[config.mk]
export PLATFORM = sky130hd
export DESIGN_NAME = split_arbiter
export DESIGN_NICKNAME = d
export VERILOG_FILES = /design/src/rtl/split_arbiter.sv
export SDC_FILE = /design/constraint.sdc
export NUM_CORES = 1
export LEC_CHECK = 0
export ABC_AREA = 1
export ABC_CLOCK_PERIOD_IN_PS = 1260
export BUFFER_PORTS_ARGS = -buffer_cell sky130_fd_sc_hd__clkbuf_2
export CORE_AREA = 3 3 74 69
export DETAILED_ROUTE_END_ITERATION = 8
export DIE_AREA = 0 0 77 72
export HOLD_SLACK_MARGIN = 0.12
export PLACE_DENSITY = 0.82
export SLEW_MARGIN = 20
export SYNTH_ARGS = -nofsm -noshare
export SYNTH_HDL_FRONTEND = slang
export SYNTH_SLANG_ARGS = --single-unit
[constraint.sdc]
create_clock -name clk -period 1.26 [get_ports clk]
set_input_delay 0.063 -clock clk [delete_from_list [all_inputs] [get_ports clk]]
set_output_delay 0.063 -clock clk [all_outputs]
set_load 0.03 [all_outputs]
[src/rtl/split_arbiter.sv]
// Two-requester round-robin arbiter that serialises a granted 32-bit word
// into four bytes on a ready/valid output, in the byte order set by MSB_FIRST.
//
// state | meaning
// ------+---------------------------------------------------------------
// IDLE  | no word in flight; a pending request is granted and acked here
// SEND  | word register holds the granted word; byte cnt is presented
module split_arbiter #(
    parameter int MSB_FIRST = 1
) (
    input  logic        clk,
    input  logic        reset,
    input  logic        req0,
    input  logic [31:0] data0,
    output logic        ack0,
    input  logic        req1,
    input  logic [31:0] data1,
    output logic        ack1,
    output logic        out_valid,
    output logic [7:0]  out_byte,
    output logic        out_last,
    output logic        out_src,
    input  logic        out_ready,
    output logic        busy
);

    localparam logic [0:0] ST_IDLE = 1'b0;
    localparam logic [0:0] ST_SEND = 1'b1;

    logic [0:0]  state_q, state_d;
    logic [1:0]  cnt_q, cnt_d;
    logic [31:0] word_q, word_d;
    logic        src_q, src_d;
    logic        last_grant_q, last_grant_d;

    logic        grant_vld;
    logic        grant_idx;
    logic        xfer;
    logic [1:0]  byte_sel;
    logic [7:0]  byte_mux;

    // Reset wins over a same-cycle grant, so no ack is shown for a capture
    // that will never happen.
    always_comb begin
        grant_vld = (state_q == ST_IDLE) && (req0 || req1) && !reset;
        if (req0 && req1) begin
            grant_idx = ~last_grant_q;
        end else begin
            grant_idx = req1;
        end
    end

    assign ack0 = grant_vld && !grant_idx;
    assign ack1 = grant_vld && grant_idx;
    assign xfer = (state_q == ST_SEND) && out_ready;

    always_comb begin
        state_d      = state_q;
        cnt_d        = cnt_q;
        word_d       = word_q;
        src_d        = src_q;
        last_grant_d = last_grant_q;
        case (state_q)
            ST_IDLE: begin
                if (grant_vld) begin
                    word_d       = grant_idx ? data1 : data0;
                    src_d        = grant_idx;
                    last_grant_d = grant_idx;
                    cnt_d        = 2'd0;
                    state_d      = ST_SEND;
                end
            end
            ST_SEND: begin
                if (xfer) begin
                    if (cnt_q == 2'd3) begin
                        cnt_d   = 2'd0;
                        state_d = ST_IDLE;
                    end else begin
                        cnt_d = cnt_q + 2'd1;
                    end
                end
            end
            default: begin
                state_d = ST_IDLE;
            end
        endcase
    end

    always_ff @(posedge clk) begin
        if (reset) begin
            state_q      <= ST_IDLE;
            cnt_q        <= 2'd0;
            word_q       <= 32'h0;
            src_q        <= 1'b0;
            last_grant_q <= 1'b1;
        end else begin
            state_q      <= state_d;
            cnt_q        <= cnt_d;
            word_q       <= word_d;
            src_q        <= src_d;
            last_grant_q <= last_grant_d;
        end
    end

    // Map the transfer index onto a physical byte lane.
    assign byte_sel = (MSB_FIRST != 0) ? (2'd3 - cnt_q) : cnt_q;

    always_comb begin
        case (byte_sel)
            2'd0:    byte_mux = word_q[7:0];
            2'd1:    byte_mux = word_q[15:8];
            2'd2:    byte_mux = word_q[23:16];
            default: byte_mux = word_q[31:24];
        endcase
    end

    assign busy      = (state_q == ST_SEND);
    assign out_valid = busy;
    assign out_byte  = busy ? byte_mux : 8'h00;
    assign out_last  = busy && (cnt_q == 2'd3);
    assign out_src   = src_q;

endmodule

==> results by group <==
Clock tree
  – Clock Sink Count: 37
  – Source-to-sink clock delay at the later pin of the worst-skew pair: 0.31 ns
  – H-tree Lvls: 2
  – CTS tree: yes
  – Number of clock buffers inserted by TritonCTS: 5
  – Master cell of the clock root buffer: sky130_fd_sc_hd__clkbuf_8
  – Buffer levels on the longest clock path: 2
  – CTS clock-pin slew for the worst setup and hold paths: 0.07 ns

Timing
  – Clock Skews: 0.01527 ns
  – Worst relative slew slack: 0.7259
  – Setup repair after global routing missed its margin: true
  – Max Fclk: 0.6067 GHz
  – Final critical path time including I/O delays and setup: 1.648 ns
  – Slew of the pin with the lowest slew margin: 0.4112 ns
  – Post-route worst hold slack: 0.1327 ns
  – Max-slew violation count: 0
  – Final total negative setup slack: -2.655 ns
  – Final Hold Vio Count: 0
  – Count of endpoints failing setup in the final report: 8
  – Period Utilization, post-route: 1.308
  – Worst path setup slack after routing: -0.3883 ns

GRT
  – Number of antenna violations at the first check in global routing: 0
  – Via count of the first global-routing pass: 3,088
  – GRT Total Usage: 0.3467
  – Remaining global-route overflow: 0
  – First-pass GRT wire length: 15.15 mm
  – Largest net degree at the start of global routing: 34

Final layout
  – Number of nets in the finished design: 559
  – Area overhead of the layout relative to synthesis: 79.38%
  – Fill cell total of the finished layout: 211
  – Fraction of layout cells with a size suffix above 1: 0.3532
  – Leading cell types in the layout, fill and taps excluded: 149 x sky130_fd_sc_hd__nand2_1, 71 x sky130_fd_sc_hd__clkbuf_2, 63 x sky130_fd_sc_hd__dlygate4sd3_1
  – Non-Filler Instances: 549
  – Number of antenna cells inserted: 0
  – Most common library cell in the layout ignoring fill and taps: sky130_fd_sc_hd__nand2_1

Synthesis
  – Cell count after synthesis: 337
  – Number of distinct standard cells referenced by the synthesized netlist: 19
  – Post-Synth XOR/XNOR Area: 0
  – Yosys synthesis warning count: 0
  – Post-synthesis share of cell area spent on full adders, half adders and majority gates: 0.02330
  – Sequential cell area fraction in the yosys report: 0.3448
  – Fraction of synthesized area in multiplexers: 0
  – Post-synth design cell area: 2148 sq um
  – Post-synthesis compound-gate area fraction: 0.1549
  – Seq cells post-synth: 37
  – Synthesized area per cell: 6.375 sq um
  – Syn nets: 410
  – Post-synthesis simple-gate area fraction: 0.3821
  – Largest family of logic cells by synthesized area: simple AND/OR/NAND/NOR gates

Placement
  – Final GP Congestion: 0.8921
  – Count of buffers inserted at the top-level ports: 82
  – Hpwl dp: 4.471 mm
  – Placed instance count: 471

Power
  – Internal power contribution: 2.125 mW
  – Leakage power total: 1.733 nW
  – P per Cell Area: 837.2 nW/um^2
  – Switching fraction of total power: 0.3413
  – Share of power burned in the clock network: 0.265
  – Switching power of the nets: 1.101 mW
  – Fraction of power consumed by sequential logic: 0.405
  – Peak supply drop: 0.5367 mV
  – Power share of the combinational group: 0.330

Status
  – Violations in the final reports: setup timing
  – Status: finished, violations left

Worst setup path
  – Termination of the worst setup path: out_byte[0]
  – Worst reg-to-reg path cell count: 7
  – CP max FO: 8
  – Signal arrival time at the worst endpoint: 1.59 ns
  – Start point of the critical path: cnt_q[1]
  – Kind of end point of the critical path: primary output
  – Count of buffering cells on the critical path with inverters included: 3
  – Crit-path leading delay family: flip-flops
  – Levels on crit path: 6
  – Ordered list of cells on the worst path: inv_4 -> ha_4 -> inv_8 -> o21ai_1 -> a31oi_4 -> buf_8
  – Crit path kind: reg2out
  – Slack of the worst reg-to-reg path: 0.03 ns
  – Nature of the critical path startpoint: flop
  – Required time of the worst setup path: 1.20 ns
  – Slowest stage delay, CP: 0.39 ns
  – Reg-to-reg critical path endpoint: cnt_q[0]
  – Slowest cell on crit path: sky130_fd_sc_hd__dfxtp_4
  – FF-to-FF Start: busy

Die
  – Die Area: 5544 sq um
  – Ports: 83
  – Die width: 77 microns
  – Row count: 23
  – Vertical extent of the die: 72 microns
  – Core area: 4403 sq um
  – Effective utilization at floorplan: 0.4879

Flow run
  – Max_cap viols: 0

Route
  – Drt total wl: 9.951 mm
  – Starting DRC count in detailed routing: 288
  – Total via count after detailed routing: 3,170
  – Drt via density: 5.774
  – Drt pass-1 iters: 7
  – Number of routed nets with antenna violations: 0
  – DRC Markers: 0
  – WL/cell: 18.13 microns

Min path
  – Path class of the lowest-slack min-delay path: in2reg
## registers in the layout (all words and copies together) (netlist names)
name,cells
busy,1
cnt_q,2
last_grant_q,1
out_src,1
word_q,32
## cells in the mapped netlist, drive strengths merged
master | number | area [sq um]
a21oi | 40 | 226.5
nand3 | 36 | 192.7
buf | 21 | 127.6
ha | 4 | 50.05
clkbuf | 5 | 18.77
nand2 | 160 | 623.1
o21ai | 10 | 50.05
inv | 14 | 57.55
nor3 | 1 | 5.000
a31oi | 9 | 56.30
dfxtp | 37 | 740.7
## area by class of cell
class | count | area, sq um | share of cell area
timing repair buffer | 168 | 1369 | 0.3552
clock buffer | 6 | 72.57 | 0.01883
sequential | 37 | 750.7 | 0.1948
tap | 62 | 77.57 | 0.02013
multi-input combinational | 260 | 1499 | 0.3890
inverter | 14 | 75.07 | 0.01948
clock inverter | 2 | 10.01 | 0.002597
## through the flow
stage	util	setup slack (ns)	power, mW	instance area [sq um]
floorplan	-	0.01292	1.766	2278
CTS	0.8519	-0.2985	3.034	3751
detailed placement	0.6269	-0.2101	2.003	2760
finish	0.8752	-0.3883	3.226	3854
global route	0.8752	-0.4028	3.303	3854
global placement	0.6269	-0.1437	1.985	2760
## worst min-delay path, stage by stage
cell and delay (ns):
sky130_fd_sc_hd__clkbuf_2 0.08, sky130_fd_sc_hd__nand3_1 0.07, sky130_fd_sc_hd__nand2_1 0.06, sky130_fd_sc_hd__nand2_1 0.06, sky130_fd_sc_hd__a21oi_1 0.05
## power groups by stage
stage / sequential (mW) / clock (mW) / combinational [mW]
finish: 1.31 / 0.856 / 1.06
global route: 1.31 / 0.861 / 1.14
CTS: 1.29 / 0.809 / 0.937
detailed placement: 1.31 / 0 / 0.697
global placement: 1.30 / 0 / 0.681
floorplan: 1.30 / 0 / 0.468
## routing by layer
layer / global-route usage / wire length [microns] / vias up
li1: - / - / 1385
met1: 0.3859 / 3565 / 1457
met2: 0.6412 / 4938 / 259
met3: 0.06700 / 892 / 69
met4: 0.1660 / 554 / 0
met5: 0 / 0 / -
## cell families (layout without fill, tap and decap cells)
| kind of cell | count (synthesis) | after routing |
|---|---|---|
| buffers and inverters | 40 | 190 |
| AO/OA/AOI/OAI | 59 | 59 |
| adder cells (fa/ha/maj) | 4 | 4 |
| AND/OR/NAND/NOR | 197 | 197 |
| flip-flops | 37 | 37 |
## worst min-delay path by stage
stage	cells after the start	from	endpoint
after floorplan	1	out_ready	busy
after CTS	5	data1[8]	word_q[8]
after global routing	5	data1[27]	word_q[27]
final	5	data1[27]	word_q[27]
after detailed placement	2	out_ready	busy
after global placement	2	out_ready	busy
## what timing repair did
| action | CTS | global route |
|---|---|---|
| pin swaps | 3 | 0 |
| endpoints found under the setup margin | 11 | 31 |
| gates cloned | 0 | 1 |
| hold endpoints to repair | 34 | 0 |
| gates resized for setup | 58 | 28 |
| buffers inserted | 5 | 1 |
| hold buffers | 63 | 0 |
Note: power is estimated with default switching activity, not from simulation.
